File: src/rtl/reaction_round_control.sv
// Round controller for the reaction-time game: arms the delay counter, times the player's reaction, flags false starts.
// Optional BEST_TIME_EN macro adds a BestTime output tracking the fastest valid reaction since reset.
module reaction_round_control #(
  parameter int TIME_WIDTH = 13,
  parameter int TICK_DIV   = 50000
) (
  input  logic                  Clock,
  input  logic                  CLRN,
  input  logic                  Start,
  input  logic                  React,
  input  logic                  DelayDone,
  output logic                  DelayEnable,
  output logic                  Lamp,
  output logic [TIME_WIDTH-1:0] ReactionTime,
  output logic                  Valid,
`ifdef BEST_TIME_EN
  output logic [TIME_WIDTH-1:0] BestTime,
`endif
  output logic                  FalseStart
);

  localparam int PW = $clog2(TICK_DIV);
  localparam logic [PW-1:0]         PRESC_LAST = PW'(TICK_DIV - 1);
  localparam logic [PW-1:0]         PRESC_ONE  = PW'(1);
  localparam logic [PW-1:0]         PRESC_ZERO = PW'(0);
  localparam logic [TIME_WIDTH-1:0] TIME_MAX   = {TIME_WIDTH{1'b1}};
  localparam logic [TIME_WIDTH-1:0] TIME_ONE   = TIME_WIDTH'(1);
  localparam logic [TIME_WIDTH-1:0] TIME_ZERO  = TIME_WIDTH'(0);

  localparam logic [2:0] ST_IDLE   = 3'd0;
  localparam logic [2:0] ST_ARMED  = 3'd1;
  localparam logic [2:0] ST_GO     = 3'd2;
  localparam logic [2:0] ST_RESULT = 3'd3;
  localparam logic [2:0] ST_FOUL   = 3'd4;

  logic [2:0]            state_r, state_s;
  logic [PW-1:0]         presc_r, presc_s;
  logic [TIME_WIDTH-1:0] time_r, time_s, time_inc_s;
  logic                  start_prev_r, react_prev_r;
  logic                  start_edge_s, react_edge_s;
  logic                  react_stop_s;

  assign start_edge_s = Start & ~start_prev_r;
  assign react_edge_s = React & ~react_prev_r;
  assign time_inc_s   = time_r + TIME_ONE;

  // Next-state, prescaler and tick-count logic
  always_comb begin
    state_s      = state_r;
    presc_s      = presc_r;
    time_s       = time_r;
    react_stop_s = 1'b0;
    case (state_r)
      ST_IDLE: begin
        if (start_edge_s) begin
          state_s = ST_ARMED;
          time_s  = TIME_ZERO;
        end else begin
          state_s = ST_IDLE;
        end
      end
      ST_ARMED: begin
        // A React edge beats a simultaneous DelayDone: the player jumped the lamp.
        if (react_edge_s) begin
          state_s = ST_FOUL;
          time_s  = TIME_ZERO;
        end else if (DelayDone) begin
          state_s = ST_GO;
          presc_s = PRESC_ZERO;
          time_s  = TIME_ZERO;
        end else begin
          state_s = ST_ARMED;
        end
      end
      ST_GO: begin
        if (react_edge_s) begin
          state_s      = ST_RESULT;
          react_stop_s = 1'b1;
        end else if (presc_r == PRESC_LAST) begin
          presc_s = PRESC_ZERO;
          time_s  = time_inc_s;
          if (time_inc_s == TIME_MAX) begin
            state_s = ST_RESULT;
          end else begin
            state_s = ST_GO;
          end
        end else begin
          presc_s = presc_r + PRESC_ONE;
        end
      end
      ST_RESULT, ST_FOUL: begin
        if (start_edge_s) begin
          state_s = ST_ARMED;
          time_s  = TIME_ZERO;
        end else begin
          state_s = state_r;
        end
      end
      default: begin
        state_s = ST_IDLE;
        presc_s = PRESC_ZERO;
        time_s  = TIME_ZERO;
      end
    endcase
  end

  // State, counters and button history
  always_ff @(posedge Clock or negedge CLRN) begin
    if (!CLRN) begin
      state_r      <= ST_IDLE;
      presc_r      <= PRESC_ZERO;
      time_r       <= TIME_ZERO;
      start_prev_r <= 1'b0;
      react_prev_r <= 1'b0;
    end else begin
      state_r      <= state_s;
      presc_r      <= presc_s;
      time_r       <= time_s;
      start_prev_r <= Start;
      react_prev_r <= React;
    end
  end

  assign ReactionTime = time_r;

  // Moore outputs registered from the next-state decode so they track state_r exactly
  always_ff @(posedge Clock or negedge CLRN) begin
    if (!CLRN) begin
      DelayEnable <= 1'b0;
      Lamp        <= 1'b0;
      Valid       <= 1'b0;
      FalseStart  <= 1'b0;
    end else begin
      DelayEnable <= (state_s == ST_ARMED);
      Lamp        <= (state_s == ST_GO);
      Valid       <= (state_s == ST_RESULT);
      FalseStart  <= (state_s == ST_FOUL);
    end
  end

`ifdef BEST_TIME_EN
  logic [TIME_WIDTH-1:0] best_r;
  logic                  best_load_s;

  assign best_load_s = react_stop_s && (time_r < best_r);
  assign BestTime    = best_r;

  // Only reaction-terminated rounds compete; timeouts and fouls never qualify
  always_ff @(posedge Clock or negedge CLRN) begin
    if (!CLRN) begin
      best_r <= TIME_MAX;
    end else if (best_load_s) begin
      best_r <= time_r;
    end else begin
      best_r <= best_r;
    end
  end
`endif

endmodule

File: config.mk
export PLATFORM = sky130hd
export DESIGN_NAME = reaction_round_control
export DESIGN_NICKNAME = d
export VERILOG_FILES = /design/src/rtl/reaction_round_control.sv
export SDC_FILE = /design/constraint.sdc
export NUM_CORES = 1
export LEC_CHECK = 0
export BUFFER_PORTS_ARGS = -buffer_cell sky130_fd_sc_hd__buf_4
export CAP_MARGIN = 10
export CORE_MARGIN = 2
export CORE_UTILIZATION = 45
export DETAILED_ROUTE_END_ITERATION = 10
export GPL_TIMING_DRIVEN = 0
export PLACE_DENSITY = 0.67
export RECOVER_POWER = 50
export SYNTH_ARGS = -nofsm -noshare
export SYNTH_HDL_FRONTEND = slang
export SYNTH_SLANG_ARGS = --single-unit
export TNS_END_PERCENT = 10
File: constraint.sdc
create_clock -name Clock -period 2.38 [get_ports Clock]
set_input_delay 0.119 -clock Clock [delete_from_list [all_inputs] [get_ports Clock]]
set_output_delay 0.119 -clock Clock [all_outputs]
set_load 0.01 [all_outputs]
==> results by stage, run 1 <==
Status:
- The run finished with clean final reports.

Setup path:
- Of all nets on the critical path, the largest fanout is 9.
- The total buffers and inverters traversed by the critical path is 1.
- The category of cells accounting for the largest share of critical-path delay is simple AND/OR/NAND/NOR gates.
- The data required time at the worst endpoint is 2.57 ns.
- The data arrival time of the worst path is 2.44 ns.
- The logic depth of the worst path, buffers included is 6.
- The worst setup path is of the flop to flop kind.
- On the critical path, the stage with the largest delay is an instance of or3_2.
- The critical path goes through buf_4 > nand3_1 > or3_2 > a2111oi_1 > o2111ai_1 > and3_2.
- The number of cells on the worst reg-to-reg path is 6.
- The critical path launch point type is a flop.
- The highest cell delay on the worst timing path is 0.49 ns.
- The worst setup path is captured at a flop.

Route:
- The total wire length after detailed routing is approximately 5.0 mm.
- Dividing the detail-routed wire length by the instance count gives ~15 microns.
- The number of detailed-route iterations in the first pass is 4.
- Summing over every cut layer, the via total after detailed routing is 1978.
- The remaining number of nets flagged by the antenna check after routing is 0.
- In the routed layout, each cell is associated on average with a via count of 5.767.
- The remaining routing DRC violations is 0.
- The violation count after the first detailed-routing iteration is between 100 and 150.

Synthesis:
- The Yosys step of the flow raised 0 warnings.
- The share of synthesized area in the top cell type comes to 0.4180.
- For this run, asynchronously set or reset flops after synthesis account for 1.000.
- By area the synthesized netlist is led by dfrtp_1 (42%), a21oi_1 (4.0%), nand2_1 (3.1%).
- Summing every instance area after synthesis gives about 2300 sq um.
- In this run, synthesis inferred 0 flip-flops with an integrated enable.
- The post-synthesis cell type count is 65.
- By count the netlist is led by dfrtp_1 (38), nand2_1 (19), a21oi_1 (18).
- dfrtp_1 takes more of the synthesized area than any other cell.
- The post-synth net total is around 250.
- Synthesis produced a netlist whose cell count is 244.
- The synthesized design contains 38 register bits.
- The most frequent cell after synthesis is dfrtp_1.
- The fraction of the yosys area taken by sequential cells is 0.4180.
- The most used flip-flop cell after synthesis is dfrtp_1.
- Averaged over all synthesized cells, the footprint is 9.322 sq um.

Global routing:
- Across every metal layer, demand over resource in global routing totals 0.1987.
- The most heavily used metal layer in global routing is met2.
- In the global route stage, met3 resource usage came out at 0.03882.
- The number of global-route vias before repair is roughly 1900.
- The first global-routing pass estimated 8.625 mm of wire.
- Entering global routing, the biggest net connects 39 pins.
- The initial antenna violation count is 0.
- For this run, global-route usage on met1 was measured as 0.2688.
- Summed over all layers, the global routing overflow is 0.
- For this run, global-route usage on met2 was measured as 0.3138.

Cells and area:
- 0 antenna diodes ended up in the layout.
- The number of standard cells in the layout, taps in and fillers out is 343.
- The share of post-route cells with drive strength above 1 is 0.1594.
- The net count of the finished layout is 283.
- The area added between synthesis and finish is 16.89%.

Power and ir drop:
- Summed over all cells, the static leakage comes to 0.001151 uW.
- Summing internal, switching and leakage power gives 1968 uW.
- Power spread over the standard cell area amounts to 740.2 nW/um^2.
- The largest voltage drop on the vdd net is ~0.45 mV.

Floorplan:
- The number of I/O pins is 22.
- The starting density of the core is 0.4753.
- The floorplan step defined a die boundary enclosing roughly 5600 sq um.
- The number of core rows is 25.
- The die height is between 70 and 80 microns.
- The floorplan step defined a core boundary enclosing 4786 sq um.
- The die is 75.10 microns wide.

Hold path:
- In this run the worst hold path is classified as input pin to flop.
- The number of cells traversed by the worst hold path is 3.

Timing:
- Setup repair after global routing left no endpoint under its margin.
- The largest clock skew in the final design is 0.009988 ns.
- The sum of negative setup slack is 0 ns.
- The highest achievable clock rate is 0.4457 GHz.
- The share of the cycle needed by the critical path after routing is 0.9426.
- The slew at the pin with the worst max-slew slack is 0.9589 ns.
- Setup violations remaining at the end of the flow were counted as 0.
- The worst hold slack is 0.2771 ns.
- The number of max-slew violations in the final report is 0.
- The worst max-slew margin expressed relative to the limit is 0.3607.
- The clock period could shrink to 2.243 ns.
- The number of hold-slack violations in the final timing report is 0.

Placement:
- The routability congestion estimate is 0.8586.
- The number of placed instances, taps included, is about 330.
- The detailed placer's ending HPWL is 3.452 mm.
- The count of port buffers added during placement is 21.

CTS:
- In this run the deepest clock path goes through 2 buffers.
- The CTS buffer count is 5.
- The clock drives 38 sinks.
- The maximum level of the CTS H-tree is 2.
- Clock-pin slew was measured on the worst setup and hold paths at 0.08 ns.
- The CTS tree is yes.
- The later pin in the worst-skew pair is clocked with a latency of around 0.30 ns.
- The tree is rooted in a clkbuf_8.

Run:
- The number of violations of the max-capacitance limit is 0.
## layout make-up
class,instances,area [sq um]
fillers,470,2127
multi-input cells,188,1235
flip-flops and latches,38,950.9
repair buffers,24,155.1
well taps,67,83.83
clock buffers,5,68.82
clock inverters,3,68.82
plain buffers,8,58.81
inverters,10,37.54
## power breakdown
part / total [uW] / internal (uW) / switching, uW
registers: 746 / 703 / 43.6
clock network: 669 / 420 / 249
logic: 553 / 171 / 381
## final timing paths
kind / start / end / slack [ns]
max: ReactionTime[2]$_DFFE_PN0P_ / Lamp$_DFF_PN0_ / 0.14
min: DelayDone / state_r[1]$_DFF_PN0_ / 0.28
max reg2reg: ReactionTime[2]$_DFFE_PN0P_ / Lamp$_DFF_PN0_ / 0.14
min reg2reg: presc_r[15]$_DFFE_PN0P_ / presc_r[15]$_DFFE_PN0P_ / 0.55
max in group asynchronous: CLRN / presc_r[13]$_DFFE_PN0P_ / 1.28
min in group asynchronous: CLRN / FalseStart$_DFF_PN0_ / 0.50
## metal layers
metal	up-vias	routed length (microns)
met4	0	44
li1	986	-
met2	40	2375
met5	-	0
met1	948	2399
met3	4	201
## cell usage in the layout (no fill, tap or decap), types with 3 or more instances in the layout
cell type,count
dfrtp_1,38
nand2_1,19
a21oi_1,18
nor2_1,16
buf_4,13
clkbuf_1,12
inv_1,10
o21ai_0,10
nand3_1,10
nand4_1,7
a21o_1,7
nor3_1,6
xnor2_1,5
and3_1,5
clkbuf_8,5
a211o_1,4
nor4_1,4
or3_1,4
o211ai_1,3
or4_2,3
nand2b_1,3
nor3b_1,3
nor2b_1,3
nand3b_1,3
a22o_1,3
o31ai_1,3
ha_1,3
dlygate4sd3_1,3
## per-stage QoR
step | setup slack (ns) | utilization | area (sq um)
floorplan | 0.3737 | - | 2275
global placement | 0.1568 | 0.5258 | 2516
detailed placement | 0.1409 | 0.5258 | 2516
CTS | 0.04280 | 0.5608 | 2684
global route | 0.02921 | 0.5556 | 2659
finish | 0.1365 | 0.5556 | 2659
## logic make-up (layout without fill, tap and decap cells)
group	Yosys count	count (layout)	share of synthesized area
buffers and inverters	18	50	0.04235
and+or+nand+nor	110	110	0.2833
DFF	38	38	0.4180
AOI/OAI and AO/OA	67	67	0.2063
muxes	3	3	0.01430
adders and majority gates	3	3	0.01650
xor gates and xnor gates	5	5	0.01925
## sequential cells by signal, indices dropped and copies added, names as in the netlist
signal	flops
Lamp	1
presc_r	16
state_r	3
Valid	1
react_prev_r	1
start_prev_r	1
FalseStart	1
ReactionTime	13
DelayEnable	1
## repair_timing
action,CTS,global route
setup endpoints to repair,0,4
gates resized for setup,0,2
setup buffers,0,0
hold buffers,3,0
endpoints found under the hold margin,40,0
## worst reg2reg max path: stages, from the launching register on
cell and delay [ns]:
dfrtp_1 0.36, buf_4 0.15, nand3_1 0.20, or3_2 0.49, a2111oi_1 0.44, o2111ai_1 0.24
and3_2 0.25
Note: power is estimated with default switching activity, not from simulation.
==> run 2, diff against run 1 <==
--- a/config.mk
+++ b/config.mk
@@ -9,10 +9,13 @@
 export CAP_MARGIN = 10
 export CORE_MARGIN = 2
 export CORE_UTILIZATION = 45
+export CTS_BUF_LIST = sky130_fd_sc_hd__clkbuf_4 sky130_fd_sc_hd__clkbuf_8 sky130_fd_sc_hd__clkbuf_16
 export DETAILED_ROUTE_END_ITERATION = 10
 export GPL_TIMING_DRIVEN = 0
+export MAX_ROUTING_LAYER = met4
 export PLACE_DENSITY = 0.67
 export RECOVER_POWER = 50
+export SKIP_LAST_GASP = 1
 export SYNTH_ARGS = -nofsm -noshare
 export SYNTH_HDL_FRONTEND = slang
 export SYNTH_SLANG_ARGS = --single-unit
==> run 2 against run 1 <==
Net effect: die area did not move; non-clock buffer count did not move; sequential power barely moved; via count fell by 0.81%; highest routed layer unchanged; first-iteration DRC count rose by 6.0%; clock power barely moved; power fell by 0.11%; sequential share of layout area barely moved; register-to-register slack got worse by 0.03 ns; largest cell class unchanged; combinational power barely moved; final area barely moved; sequential cell count did not move.
==> results by stage, run 2 (synthesis results as in run 1) <==
Status:
- The flow ran to the end, and the final reports show no timing, DRC or antenna violations.

Route:
- The violation count after the first detailed-routing iteration is 141.
- For this run, the detailed router's first-pass iteration total came to 5.
- The remaining number of nets flagged by the antenna check after routing is 0.
- After detailed routing, the number of remaining DRC violations is 0.
- The post-detailed-route via-to-cell ratio is approximately 5.7.
- Summed over all layers, the routed wires come to 5.010 mm.
- The detailed router placed roughly 2000 vias in this run.
- Dividing the detail-routed wire length by the instance count gives 14.61 microns.

Power and ir drop:
- Of the total power, the share spent switching nets is 0.3415.
- The clock share of power is 0.339.
- Of the total power, registers draw 0.380.
- The power per cell area is roughly 740 nW/um^2.
- Power comes to approximately 2000 uW.
- The cell-internal power is 1294 uW.
- The net switching power is 671.4 uW.
- The share of power burned in combinational logic is 0.281.
- Summed over all cells, the static leakage comes to 0.001155 uW.
- IR analysis of the VDD net gives a maximum drop of roughly 0.44 mV.

CTS:
- The clock reaches the later pin of the worst-skew pair after 0.29 ns.
- The clock-pin transition on the worst setup and hold timing paths is 0.08 ns.
- CTS saw 38 sinks.
- The maximum level of the CTS H-tree is 2.
- Buffers inserted during clock tree synthesis total 5.
- No sink is reached through more buffers than the 2 on the longest clock path.
- TritonCTS built the clock tree.
- The cell at the root of the clock tree is clkbuf_8.

Setup path:
- The origin of the critical flop-to-flop path is ReactionTime[2]$_DFFE_PN0P_.
- In this run the worst setup path begins at ReactionTime[2]$_DFFE_PN0P_.
- The maximum net fanout on the critical path is 9.
- The critical path is of the flop to flop type.
- The number of cells on the worst reg-to-reg path is 6.
- The data arrival time of the worst path is 2.47 ns.
- For flop-to-flop paths, the worst setup slack is 0.10 ns.
- The last element of the critical path is Lamp$_DFF_PN0_.
- The critical path capture point type is a flop.
- The data required time at the worst endpoint is 2.57 ns.
- The critical path launch point type is a flop.
- The endpoint identified for the worst register-to-register timing path is Lamp$_DFF_PN0_.

Cells and area:
- Relative to the synthesized area, the layout overhead comes to 17.00%.
- The finished layout holds 343 standard cells, fillers aside.
- The share of post-route cells with drive strength above 1 is 0.1630.
- More flip-flops sit in one register than any other, and that register is presc_r.
- The commonest non-fill, non-tap cell in the layout is dfrtp_1.
- The repair_antennas step left the layout with diodes totalling 0.
- The filler cells instantiated in the layout total 469.
- The library cells used most frequently in the layout, excluding fill and tap cells, are dfrtp_1 (38), nand2_1 (19), a21oi_1 (18).
- The register with the most flip-flops in the layout has 16 of them.
- The layout net count is about 280.
- The utilization after layout is 0.5561.

Timing:
- Summed over all failing endpoints, the final setup total negative slack is 0 ns.
- On the final layout, the worst clock skew is 0.008781 ns.
- Setup repair after global routing could not meet its margin everywhere.
- Setup violations remaining at the end of the flow were counted as 0.
- The share of the cycle needed by the critical path after routing is 0.9565.
- The slew at the pin with the worst max-slew slack is 0.9473 ns.
- The number of hold-slack violations in the final timing report was 0.
- The number of max-slew violations in the final report is 0.
- After layout, the minimum clock period comes to ~2.3 ns.
- The post-route worst setup slack is 0.1035 ns.
- The highest achievable clock rate is 0.4393 GHz.
- In this run the tightest slew margin relative to its limit is 0.3685.

Floorplan:
- Row generation in the floorplan step produced 25 rows.
- The core region area is approximately 4800 sq um.
- The die width is 75.10 microns.
- The die covers 5639 sq um.
- For this configuration, the core starts out at a cell density of 0.4753.
- During I/O placement, the number of pins put on the boundary was 22.
- From bottom edge to top edge, the die measures 75.10 microns.

Global routing:
- The global-route wire length before repair is 8.631 mm.
- Entering global routing, the biggest net connects 39 pins.
- Across every metal layer, demand over resource in global routing totals 0.2049.
- The number of global-route vias before repair is 1865.
- The initial antenna violation count was 0.
- The final global-route overflow total is 0.

Placement:
- The count of port buffers added during placement is 21.
- The placement-stage worst setup slack is 0.1409 ns.
- After legalization and detailed placement, the total HPWL measured between 3 and 4 mm.
- The instance count after placement with tap cells included is about 330.
- The routability congestion estimate is roughly 0.87.

Hold path:
- The tightest min-delay check is of the input pin to flop type.

Run:
- Across the run, the number of max-cap violations was 0.
run 2: metrics by stage:
step | area [sq um] | hold slack (ns)
4_1_cts | 2684 | 0.2745
2_1_floorplan | 2275 | -0.1766
5_1_grt | 2661 | 0.3019
3_3_place_gp | 2516 | 0.1164
3_5_place_dp | 2516 | 0.1231
6_report | 2661 | 0.2821
run 2: area by class of cell:
type                            count  area, sq um  area share
Inverter                           10        37.54     0.01410
Buffer                              8        58.81     0.02210
Tap cell                           67        83.83     0.03150
Clock buffer                        5        68.82     0.02586
Clock inverter                      3        68.82     0.02586
Sequential cell                    38        950.9      0.3573
Timing Repair Buffer               24        158.9     0.05971
Multi-Input combinational cell    188         1234      0.4636
run 2: worst min-delay path by stage:
stage	start	endpoint	slack, ns	cells past startpoint
final	DelayDone	state_r[1]$_DFF_PN0_	0.28	3
after global routing	DelayDone	state_r[1]$_DFF_PN0_	0.30	3
after floorplan	CLRN	DelayEnable$_DFF_PN0_	-0.18	0
after global placement	CLRN	FalseStart$_DFF_PN0_	0.12	1
after CTS	DelayDone	DelayEnable$_DFF_PN0_	0.27	4
after detailed placement	CLRN	FalseStart$_DFF_PN0_	0.12	1
run 2: per-layer routing:
metal | GRT usage | share of wire
met3 | 0.03882 | 0.033
met5 | - | 0
met4 | 0.07937 | 0.0050
met1 | 0.2680 | 0.49
met2 | 0.3148 | 0.48
run 2: timing repair:
action                                 in CTS  in global routing
endpoints found under the hold margin      40                  0
resized for setup                           0                  1
hold buffers                                3                  0
buffers inserted                            0                  0
setup endpoints to repair                   0                  4
run 2: power groups by stage:
stage	clock, uW	combinational, uW	sequential (uW)
4_1_cts	678	575	746
6_report	666	553	746
5_1_grt	707	628	755
3_5_place_dp	0	570	758
2_1_floorplan	0	380	762
3_3_place_gp	0	560	757
run 2: worst max-delay path, stage by stage, from the launching register on:
cell	delay [ns]
dfrtp_1	0.36
buf_4	0.15
nand3_1	0.20
or3_2	0.48
a2111oi_0	0.47
o2111ai_1	0.25
and3_2	0.25
==> run 3, diff against run 2 <==
--- a/config.mk
+++ b/config.mk
@@ -13,7 +13,7 @@
 export DETAILED_ROUTE_END_ITERATION = 10
 export GPL_TIMING_DRIVEN = 0
 export MAX_ROUTING_LAYER = met4
-export PLACE_DENSITY = 0.67
+export PLACE_DENSITY = 0.71
 export RECOVER_POWER = 50
 export SKIP_LAST_GASP = 1
 export SYNTH_ARGS = -nofsm -noshare
==> run 3 against run 2 <==
Net effect: first-iteration DRC count grew 52%; critical endpoint unchanged; largest power group unchanged; core utilization shrank 0.55 points; final area shrank 0.99%; power shrank 6.0%; die area is the same; combinational power shrank 1%; maximum frequency grew 3.9%.
==> results by stage, run 3 (synthesis results as in run 1) <==
Timing:
- The number of max-slew violations in the final report came to 0.
- The share of the cycle needed by the critical path after routing is 0.9210.
- The slew at the pin with the worst max-slew slack is 0.9387 ns.
- For this run, the top clock speed supported by timing is 0.4562 GHz.
- The largest clock skew in the final design is 0.007760 ns.
- Setup violations remaining at the end of the flow were counted as 0.
- Setup repair after global routing could not meet its margin everywhere.
- Counting I/O delays and the setup requirement, the final critical path takes 2.192 ns.
- The number of hold-slack violations in the final timing report is 0.
- Headroom to the max-slew limit came out at 0.3742.
- Setup slack on the critical path of the routed design comes to 0.1881 ns.

Power and ir drop:
- The power per cell area is 701.2 nW/um^2.
- The cell-internal power is 1186 uW.
- The share of total power dissipated in the clock network is 0.302.
- The net switching power is 661.7 uW.
- For this design the static power due to leakage is around 0.0011 uW.
- Of the total power, combinational logic draws 0.295.
- The sequential cell fraction of total power is 0.403.
- Of the total power, the share spent switching nets is 0.3581.
- The worst-case IR drop observed on VDD is ~0.36 mV.

Cells and area:
- The area added between synthesis and finish is 15.84%.
- The library cell used most frequently in the layout, excluding fill and tap cells, is dfrtp_1.
- More flip-flops sit in one register than any other, and that register is presc_r.
- Leaving out fill and tap cells, the most frequent cells in the layout are dfrtp_1 (38), nand2_1 (19), a21oi_1 (18).
- The number of flip-flops in the largest register is 16.
- The layout net count is between 200 and 300.
- The antenna cell count is 0.
- Of the cells placed in the final design, the portion with a size suffix greater than 1 is 0.1594.
- Once layout is complete, the cells apart from fillers number 343.

Hold path:
- The worst min-delay path category is input pin to flop.

Global routing:
- For this run, global-route usage on met3 was measured as 0.03079.
- The initial antenna violation count came to 0.
- The first global-routing pass estimated 8.576 mm of wire.
- For this run, global-route usage on met2 was measured as 0.2982.
- After global routing the overflow that remains totals 0.
- The total track usage is 0.2041.
- In this run the most used layer during global routing was met2.
- The number of global-route vias before repair came to 1821.
- The met1 track demand over resource in global routing is 0.2848.
- Entering global routing, the biggest net connects 39 pins.

Setup path:
- Along the worst path, the maximum fanout reaches 7.
- The data required time at the worst endpoint is 2.57 ns.
- The highest cell delay on the worst timing path is 0.45 ns.
- On the critical path the largest part of the delay comes from compound AO/OA/AOI/OAI gates.
- STA classifies the critical path startpoint as a flop.
- The total buffers and inverters traversed by the critical path is 0.
- The start-to-end type of the worst setup path is flop to flop.
- Among all stages on the critical path, the largest delay is contributed by dfrtp_1.
- The data arrival time of the worst path is 2.39 ns.
- STA classifies the critical path endpoint as a flop.
- The critical path goes through ha_1 > nand2b_1 > a211o_1 > a2111oi_1 > o2111ai_1 > and3_2.

Placement:
- At the end of routability-driven placement, the weighted congestion stood at 0.8658.
- The detailed placer's ending HPWL is 3.379 mm.
- Including well taps, the total number of placed cells is around 330.
- The placement-stage worst setup slack is 0.08925 ns.
- In this run the tool buffered the top-level ports with 21 buffer cells.

CTS:
- The clock passes through at most 2 buffers.
- The clock net sink count is 38.
- CTS built an H-tree with a depth of 2.
- In this run the clock root is driven by a clkbuf_8.
- The CTS buffer count is 5.
- TritonCTS built the clock tree.
- The clock reaches the later pin of the worst-skew pair after ~0.30 ns.
- The clock-pin transition on the worst setup and hold timing paths is about 0.080 ns.

Route:
- In this run the remaining antenna-violating nets after routing total 0.
- In the routed layout, each cell is associated on average with a via count of 5.778.
- The total wire length after detailed routing is approximately 4.9 mm.
- The routed length per instance is 14.41 microns.
- In the routed design, unresolved DRC markers number 0.
- The pre-antenna-repair detailed-routing pass consisted of 4 iterations.
- In this run, the number of DRC markers left after iteration 0 of detailed routing was 215.
- The total vias in the final route is 1982.

Run:
- The number of violations of the max-capacitance limit is 0.

Floorplan:
- 22 I/O pins were placed.
- The starting density of the core is 0.4753.
- The core region area is 4786 sq um.
- From bottom edge to top edge, the die measures around 75 microns.
- The number of core rows is 25.
- The floorplan step defined a die boundary enclosing between 5000 and 6000 sq um.
- Measured along the x axis, the die boundary spans roughly 75 microns.

Status:
- The run finished with clean final reports.
[run 3: layer usage]
metal	wire length, microns	vias to the layer above	share of wire
met4	86	0	0.017
met5	0	-	0
li1	-	981	-
met2	2344	49	0.47
met3	177	9	0.036
met1	2335	943	0.47
[run 3: layout make-up]
type | count | area, sq um
plain buffers | 8 | 58.81
clock buffers | 5 | 68.82
clock inverters | 3 | 45.04
fillers | 442 | 2151
inverters | 10 | 37.54
multi-input cells | 188 | 1235
flip-flops and latches | 38 | 950.9
well taps | 67 | 83.83
repair buffers | 24 | 155.1
[run 3: worst register-to-register path, cell delays in order, from the launching register on]
cell       delay [ns]
dfrtp_1          0.45
ha_1             0.29
nand2b_1         0.19
a211o_1          0.30
a2111oi_1        0.40
o2111ai_1        0.24
and3_2           0.25
[run 3: final timing paths]
check,from,slack [ns],endpoint,cells past startpoint
max in group asynchronous,CLRN,1.30,presc_r[9]$_DFFE_PN0P_,2
setup reg to reg,ReactionTime[1]$_DFFE_PN0P_,0.19,Lamp$_DFF_PN0_,6
min in group asynchronous,CLRN,0.49,FalseStart$_DFF_PN0_,2
hold reg to reg,presc_r[1]$_DFFE_PN0P_,0.56,presc_r[1]$_DFFE_PN0P_,1
hold / removal,DelayDone,0.23,state_r[1]$_DFF_PN0_,3
setup / recovery,ReactionTime[1]$_DFFE_PN0P_,0.19,Lamp$_DFF_PN0_,6
[run 3: per-stage QoR]
stage,power [uW],utilization,setup TNS (ns),instance area (sq um),hold slack [ns]
final,1848,0.5506,0,2635,0.2339
after global routing,1980,0.5506,-0.02524,2635,0.2883
after CTS,1885,0.5558,0,2660,0.2294
after detailed placement,1317,0.5258,0,2516,0.1216
after global placement,1313,0.5258,0,2516,0.1202
after floorplan,1143,-,0,2275,-0.1766
[run 3: repair_timing]
action / in CTS / in global routing
endpoints found under the setup margin: 0 / 4
hold buffers: 3 / 0
endpoints found under the hold margin: 40 / 0
gates resized for setup: 0 / 2
buffers inserted: 0 / 0
[run 3: power by group through the flow]
stage	Sequential, uW	Combinational, uW	Clock, uW
after global routing	754	626	599
after floorplan	762	380	0
after global placement	755	558	0
after CTS	745	566	574
final	745	546	557
after detailed placement	757	560	0
